### src/rtl/seq_det_prog.sv
// Programmable serial sequence detector: run-time pattern/length/overlap,
// input-valid qualifier, registered match pulse and saturating match counter.
module seq_det_prog #(
  parameter int unsigned          MAX_LEN     = 8,
  parameter int unsigned          CNT_W       = 8,
  parameter logic [MAX_LEN-1:0]   DEF_PATTERN = 8'b0000_1011,
  parameter int unsigned          DEF_LEN     = 4,
  parameter bit                   DEF_OVERLAP = 1'b1,
  localparam int unsigned         LW          = $clog2(MAX_LEN) + 1
) (
  input  logic               clk,
  input  logic               nrst,
  input  logic               in_valid,
  input  logic               in,
  input  logic               cfg_load,
  input  logic [MAX_LEN-1:0] cfg_pattern,
  input  logic [LW-1:0]      cfg_len,
  input  logic               cfg_overlap,
  input  logic               cnt_clr,
  output logic               out,
  output logic [CNT_W-1:0]   match_cnt,
  output logic [LW-1:0]      fill
);

  localparam logic [LW-1:0] MAX_L     = LW'(MAX_LEN);
  localparam logic [LW-1:0] DEF_LEN_L = LW'((DEF_LEN > MAX_LEN) ? MAX_LEN : DEF_LEN);

  logic [MAX_LEN-1:0] pat_q, pat_d;
  logic [LW-1:0]      len_q, len_d;
  logic               ov_q, ov_d;
  logic [MAX_LEN-1:0] hist_q, hist_d;
  logic [LW-1:0]      fill_q, fill_d;
  logic               out_q, out_d;
  logic [CNT_W-1:0]   cnt_q, cnt_d;

  logic [LW-1:0]      eff_len;
  logic [MAX_LEN-1:0] hist_sh;
  logic [LW-1:0]      fill_inc;
  logic [MAX_LEN-1:0] mask;
  logic               hit;

  always_comb begin
    eff_len  = (cfg_len > MAX_L) ? MAX_L : cfg_len;
    hist_sh  = {hist_q[MAX_LEN-2:0], in};
    fill_inc = (fill_q >= MAX_L) ? MAX_L : fill_q + LW'(1);

    mask = '0;
    for (int unsigned i = 0; i < MAX_LEN; i++) begin
      mask[i] = (LW'(i) < len_q);
    end

    // Compare against the post-shift history so the pulse follows the final bit's edge.
    hit = (len_q != '0) && (fill_inc >= len_q) && (((hist_sh ^ pat_q) & mask) == '0);

    pat_d  = pat_q;
    len_d  = len_q;
    ov_d   = ov_q;
    hist_d = hist_q;
    fill_d = fill_q;
    out_d  = 1'b0;

    if (cfg_load) begin
      pat_d  = cfg_pattern;
      len_d  = eff_len;
      ov_d   = cfg_overlap;
      hist_d = '0;
      fill_d = '0;
    end else if (in_valid) begin
      hist_d = hist_sh;
      fill_d = (hit && !ov_q) ? '0 : fill_inc;
      out_d  = hit;
    end

    cnt_d = cnt_q;
    if (cnt_clr) begin
      cnt_d = '0;
    end else if (out_d && (cnt_q != '1)) begin
      cnt_d = cnt_q + CNT_W'(1);
    end
  end

  always_ff @(posedge clk) begin
    if (!nrst) begin
      pat_q  <= DEF_PATTERN;
      len_q  <= DEF_LEN_L;
      ov_q   <= DEF_OVERLAP;
      hist_q <= '0;
      fill_q <= '0;
      out_q  <= 1'b0;
      cnt_q  <= '0;
    end else begin
      pat_q  <= pat_d;
      len_q  <= len_d;
      ov_q   <= ov_d;
      hist_q <= hist_d;
      fill_q <= fill_d;
      out_q  <= out_d;
      cnt_q  <= cnt_d;
    end
  end

  assign out       = out_q;
  assign match_cnt = cnt_q;
  assign fill      = fill_q;

endmodule

### config.mk
export PLATFORM = sky130hd
export DESIGN_NAME = seq_det_prog
export DESIGN_NICKNAME = d
export VERILOG_FILES = /design/src/rtl/seq_det_prog.sv
export SDC_FILE = /design/constraint.sdc
export NUM_CORES = 1
export LEC_CHECK = 0
export CAP_MARGIN = 20
export CORE_UTILIZATION = 40
export CTS_BUF_LIST = sky130_fd_sc_hd__clkbuf_16
export CTS_CLUSTER_SIZE = 40
export DETAILED_ROUTE_END_ITERATION = 12
export PLACE_DENSITY = 0.68
export SYNTH_ARGS = -nofsm -noshare
export SYNTH_HDL_FRONTEND = slang
export SYNTH_SLANG_ARGS = --single-unit
### constraint.sdc
create_clock -name clk -period 6.2 [get_ports clk]
set_clock_uncertainty 0.2 [all_clocks]
set_input_delay 1.24 -clock clk [delete_from_list [all_inputs] [get_ports clk]]
set_output_delay 1.24 -clock clk [all_outputs]
set_load 0.01 [all_outputs]
==> key figures, run 1 <==
Power
  • Max VDD drop: around 0.17 mV
  • Lkg Pwr: 0.000802 µW
  • Pwr/cell area: approximately 250 mW/mm²
  • Power, Total: 542 µW

Drt
  • Vias per Instance: between 4 and 5
  • Detail Route Antenna Nets: 0
  • Vias: ~1300
  • Wire per inst: 12.0 µm
  • Final wirelength: about 3200 µm
  • Drt initial violations: between 90 and 100
  • Remaining routing DRC violations: 0
  • DR pass1 iterations: 4

Critical path
  • Startpoint types: input pin
  • Worst-path cell chain: clkdlybuf4s50_1 > nor2b_1 > nand4_1 > a21oi_1 > inv_1 > or4_1 > a21oi_1
  • Crit path kind: input pin to register
  • Slowest cell delay on critical path: roughly 850 ps
  • Maximum fanout along the worst path: 18
  • Critical Path Sink Type: register
  • Crit path DAT: 3460 ps
  • Most used cell, CP: a21oi_1
  • CP required: slightly above 6000 ps
  • Slowest CP cell: clkdlybuf4s50_1

Yosys
  • Unique masters post-synth: 39
  • Syn Nets: around 210
  • Share of flip-flops with an asynchronous set or reset: 0%
  • FF+latch count, synth: 33
  • Top-area cell type share of the netlist area: 40.0%
  • Gate Count Post-Synth: 182
  • Seq/Total Area, Yosys: 40.0%
  • Yosys top cell by area: dfxtp_1
  • Primary flip-flop cell chosen by synthesis mapping: dfxtp_1
  • Post-synth design cell area: about 0.0017 mm²
  • Post-synth top cells: dfxtp_1 (33), mux2i_1 (20), nor2_1 (19)
  • EDFF count, synth: 0
  • Avg Inst Size Synth: 9.08 µm²
  • Synth Warn #: 0
  • Top-count cell post-synth: dfxtp_1
  • Top cells by area, synth: dfxtp_1 (40%), mux2i_1 (12%), ha_1 (5.3%), xnor2_1 (4.8%), nor2_1 (4.3%)

Placement
  • Dpl ws: roughly 2400 ps
  • DP HPWL: 2360 µm
  • RePlAce Congestion: roughly 0.83
  • Placed Instances: around 260
  • Port-buffer cells: 31

Floorplan
  • Core area: just under 0.004 mm²
  • Rows: 23
  • Die area: about 0.0044 mm²
  • Horiz. Die Dim: ~66 µm
  • Initial Util: between 40% and 50%
  • Top Ports: 32
  • Die Ht: 66.3 µm

STA
  • Max Fclk: about 0.29 GHz
  • Max transition margin: 43.4%
  • Crit share post-route: a little under three fifths
  • Worst setup margin: 2740 ps
  • RSZ-0062 raised after global routing: no
  • Tmin final: around 3500 ps
  • Slew @ Worst Pin: around 850 ps
  • Setup Viol. Count Final: 0
  • Count of final hold-check violations: 0
  • Pins over their slew limit: 0
  • Setup_tns: 0 ps

Clock tree
  • CTS Sinks: 33
  • # H-tree levels: 2
  • Root buffer cell: clkbuf_16
  • CTS Buffer Depth: 2
  • Total CTS buffers: 5
  • Post_cts resized: 0
  • Hold buffers post-CTS: 0
  • Worst-skew pair later-pin latency: 270 ps
  • TritonCTS clock tree: built
  • Worst-path clk slew: roughly 50 ps
  • # Post-CTS Setup Buffers: 0

Cells and area
  • Area Overhead vs Synth: 31.0%
  • Final net count: 240
  • Post-route insts no fill: between 200 and 300
  • N_diodes: 0
  • Layout cells sized above 1: under 10%

Status
  • Outcome: finished clean

Global route
  • Total GRT Usage: about 17%
  • Largest net degree at the start of global routing: 19
  • GRT overflow: 0
  • First-pass GRT wire length: roughly 5400 µm
  • Number of global-route vias before repair: 1193
  • Initial antenna violation count: 0

Min path
  • Hold Path Class: register to register

Job
  • # Max-Cap Violations: 0
## path summary, 6_finish.rpt
check                           slack, ps                       from                   endpoint  cells after the start
worst max-delay path                 2740                   cfg_load  match_cnt[5]$_SDFFE_PP0P_                      7
worst min-delay path                  300  match_cnt[1]$_SDFFE_PP0P_  match_cnt[1]$_SDFFE_PP0P_                      2
worst max register to register       3210       fill[0]$_SDFFE_PP0P_  match_cnt[5]$_SDFFE_PP0P_                      9
worst min register to register        300  match_cnt[1]$_SDFFE_PP0P_  match_cnt[1]$_SDFFE_PP0P_                      2
## layout make-up
cell class,instances,area [µm²]
Clock inverter,3,37.5
Tap cell,50,62.6
Clock buffer,5,125
Inverter,9,33.8
Fill cell,372,1810
Sequential cell,33,661
Timing Repair Buffer,31,310
Multi-Input combinational cell,134,935
## cells by family after synthesis
group           after synthesis  share of synthesized area [%]
mux                          20                           12.1
buf+inv                      15                           3.48
xor+xnor                     10                           5.30
compound gates               27                           12.0
simple gates                 70                           21.9
flops                        33                           40.0
fa+ha+maj                     7                           5.30
## cell usage in the layout (no fill, tap or decap), drive strengths merged, types with 3 or more instances in the layout
cell	instances
nor3	5
xnor2	9
nand3	5
nor2b	9
mux2i	20
nand2	17
nand2b	4
clkbuf	5
ha	7
or4	3
inv	10
a21oi	5
dfxtp	33
o21ai	4
nor2	19
clkdlybuf4s50	31
## power breakdown
part | switching (µW) | total [µW] | internal, µW
combinational | 22.1 | 48.1 | 26.0
sequential | 5.36 | 223 | 218
clock | 83.9 | 270 | 186
total | 111 | 542 | 430
## critical path: cells and delay by family
family / cells / cell delay [ps]
compound gates: 2 / 340
buf+inv: 2 / 920
simple gates: 3 / 960
## metal layers
layer	GRT usage (%)	up-vias	share of wire, %	wire length [µm]
met5	0	-	0	0
met4	7.98	0	1.7	54
met3	5.17	5	3.6	115
met2	26.1	29	44	1410
met1	20.8	586	50	1600
li1	-	701	-	-
## state kept, by name, summed over array words and instances, names as in the netlist
name and cells:
match_cnt 8, pat_q 8, hist_q 7, fill 4, len_q 4, out 1, ov_q 1
## metrics by stage
step / area (µm²) / util [%] / hold slack [ps]
3_5_place_dp: 2000 / 50.4 / 294
4_1_cts: 2160 / 54.5 / 304
6_report: 2160 / 54.5 / 302
2_1_floorplan: 1650 / - / 258
5_1_grt: 2160 / 54.5 / 316
3_3_place_gp: 2000 / 50.4 / 285
Note: power is estimated with default switching activity, not from simulation.
==> run 2: changes to the inputs <==
--- a/config.mk
+++ b/config.mk
@@ -10,7 +10,7 @@
 export CTS_BUF_LIST = sky130_fd_sc_hd__clkbuf_16
 export CTS_CLUSTER_SIZE = 40
 export DETAILED_ROUTE_END_ITERATION = 12
-export PLACE_DENSITY = 0.68
+export PLACE_DENSITY = 0.71
 export SYNTH_ARGS = -nofsm -noshare
 export SYNTH_HDL_FRONTEND = slang
 export SYNTH_SLANG_ARGS = --single-unit
==> constraint.sdc (replaced) <==
create_clock -name clk -period 2.8 [get_ports clk]
set_clock_uncertainty 0.2 [all_clocks]
set_input_delay 0.56 -clock clk [delete_from_list [all_inputs] [get_ports clk]]
set_output_delay 0.56 -clock clk [all_outputs]
set_load 0.01 [all_outputs]
==> run 2 against run 1 <==
Non-clock buffer count is 8 higher. Clock-buffer cell count is the same. Sequential share of layout area shrank 1.0 points. First-iteration DRC count is 15% higher. Utilization increased by 2.1 points. Cell count increased by 3.0%. Final area grew 3.9%. Global-route usage is 2.0 points higher. Die area did not move. Via count up 8.6%. Critical endpoint is now match_cnt[4]$_SDFFE_PP0P_. Largest cell class unchanged.
==> key figures, run 2 (synthesis results as in run 1) <==
STA
  • Setup_tns: 0 ps (unchanged)
  • Count of final hold-check violations: 0 (unchanged)
  • RSZ-0062 raised after global routing: no
  • Slew @ Worst Pin: 416 ps (-431 ps)
  • Crit share post-route: a little over nine tenths
  • Max transition margin: 72.2% (+29 points)
  • Tmin final: about 2600 ps
  • Worst setup margin: 158 ps (-2580 ps)
  • Max Fclk: around 0.38 GHz
  • Setup Viol. Count Final: 0 (unchanged)
  • Pins over their slew limit: 0 (unchanged)

Drt
  • Vias per Instance: 5.26 (+5.4%)
  • Drt initial violations: 107 (+15%)
  • Remaining routing DRC violations: 0 (unchanged)
  • Final wirelength: 3490 µm (+9.7%)
  • Vias: 1435 (+8.6%)
  • Wire per inst: 12.8 µm (+6.5%)
  • Detail Route Antenna Nets: 0 (unchanged)
  • DR pass1 iterations: 4 (unchanged)

Critical path
  • Maximum fanout along the worst path: 8 (-10)
  • R2R depth: 9 (unchanged)
  • Worst-path cell chain: inv_1 > ha_1 > nor2b_1 > ha_1 > a2111oi_2 > a2111oi_4 > nand2_2 > or4_1 > a21oi_1
  • WP depth: 9 (+2)
  • R2R Path Start: fill[0]$_SDFFE_PP0P_
  • R2r endpoint: match_cnt[4]$_SDFFE_PP0P_
  • Setup crit start: fill[0]$_SDFFE_PP0P_
  • Startpoint types: register
  • Most used cell, CP: ha_1
  • Crit path DAT: 2650 ps (-810 ps)
  • Critical Path Sink Type: register
  • Slowest CP cell: or4_1
  • R2R setup slack: 160 ps (-3050 ps)
  • Buf/Inv on CP: 1 (-1)
  • Crit-path leading delay family: simple AND/OR/NAND/NOR gates
  • CP required: 2810 ps (-3390 ps)
  • Crit path kind: register to register
  • Slowest cell delay on critical path: 530 ps (-320 ps)

Placement
  • RePlAce Congestion: 0.803 (-2.8%)
  • Port-buffer cells: 31 (unchanged)
  • Dpl ws: 22.6 ps (-2420 ps)
  • DP HPWL: 2520 µm (+6.8%)

Global route
  • GR met2 Demand/Resource: 32.4% (+6.3 points)
  • First-pass GRT wire length: 6170 µm (+14%)
  • Initial antenna violation count: 0 (unchanged)
  • Largest net degree at the start of global routing: 18 (-1)
  • Gr busiest metal: met2
  • Number of global-route vias before repair: 1374 (+15%)
  • GR Util met1: 21.9% (+1.1 points)
  • GRT overflow: 0 (unchanged)
  • Total GRT Usage: 18.8% (+2.0 points)
  • Grt met3 use: 4.66% (-0.52 points)

Cells and area
  • Area Overhead vs Synth: 36.0%
  • Most frequent cells in the layout: dfxtp_1 (31), clkdlybuf4s50_1 (31), mux2i_1 (20), nor2_1 (18), nand2_1 (16)
  • Sequential cell area: 663 µm² (+0.38%)
  • Layout cells sized above 1: 10.8% (+5.2 points)
  • Area occupied by multi-input gates: 956 µm² (+2.3%)
  • N_diodes: 0 (unchanged)
  • FILL cells: 367 (-1.3%)
  • Final net count: 248 (+3.3%)

Power
  • Lkg Pwr: 0.000843 µW (+5.1%)
  • Max VDD drop: 0.399 mV (+140%)
  • Pwr/cell area: 541 mW/mm² (+120%)

Clock tree
  • TritonCTS clock tree: built
  • # H-tree levels: 2 (unchanged)
  • CTS Sinks: 33 (unchanged)
  • Worst-path clk slew: 50 ps (about the same)
  • CTS Buffer Depth: 2 (unchanged)
  • Worst-skew pair later-pin latency: 280 ps (about the same)
  • Total CTS buffers: 5 (unchanged)
  • Root buffer cell: clkbuf_16
  • # Post-CTS Setup Buffers: 0 (unchanged)

Floorplan
  • Initial Util: 41.6% (unchanged)
  • Core area: 0.00397 mm² (unchanged)
  • Rows: 23 (unchanged)
  • Die area: 0.00439 mm² (unchanged)
  • Die Ht: 66.3 µm (unchanged)
  • Top Ports: 32 (unchanged)
  • Horiz. Die Dim: 66.3 µm (unchanged)

Job
  • # Max-Cap Violations: 0 (unchanged)

Min path
  • Hold Path Class: register to register
  • Hold Crit Endpoint: pat_q[0]$_SDFFE_PN1P_
  • Hold path start: pat_q[0]$_SDFFE_PN1P_
  • Hold depth: 2 (unchanged)

Status
  • Outcome: finished clean
[run 2: layer usage]
layer / wire [µm] / part of all wire, %
met4: 59 / 1.7
met1: 1500 / 43
met2: 1790 / 51
met3: 143 / 4.1
met5: 0 / 0
[run 2: repair_timing]
item                                    4_1_cts  5_1_grt
resized for setup                             0        6
hold buffers                                  0        0
endpoints found under the setup margin        0       10
[run 2: how the worst max path moves through the flow]
stage / slack, ps / end
floorplan: 90 / fill[1]$_SDFFE_PP0P_
CTS: 10 / match_cnt[4]$_SDFFE_PP0P_
finish: 160 / match_cnt[4]$_SDFFE_PP0P_
detailed placement: 20 / match_cnt[4]$_SDFFE_PP0P_
global route: 10 / match_cnt[5]$_SDFFE_PP0P_
global placement: 100 / match_cnt[5]$_SDFFE_PP0P_
[run 2: power breakdown]
part / switching [µW] / internal, µW / total (µW)
Sequential: 11.9 / 483 / 495
Clock: 189 / 413 / 602
Combinational: 54.3 / 65.7 / 120
[run 2: worst reg2reg max path: stages, from the launching register on]
cell,delay (ps)
dfxtp_2,360
inv_1,50
ha_1,270
nor2b_1,150
ha_1,300
a2111oi_2,80
a2111oi_4,320
nand2_2,170
or4_1,530
a21oi_1,150
[run 2: metrics by stage]
stage               instances  total power [µW]  hold WS [ps]  utilization (%)  instance area, µm²
detailed placement        265               619           286             51.9                2060
finish                    273              1220           298             56.6                2250
CTS                       273              1220           300             56.0                2220
global placement          265               618           284             51.9                2060
global route              273              1260           328             56.6                2250
floorplan                 182               569           258                -                1650
[run 2: final cells by class]
class / instances / share of cell area (%)
Clock inverter: 3 / 1.67
Inverter: 9 / 1.50
Timing Repair Buffer: 39 / 16.5
Clock buffer: 5 / 5.56
Tap cell: 50 / 2.78
Sequential cell: 33 / 29.5
Multi-Input combinational cell: 134 / 42.5
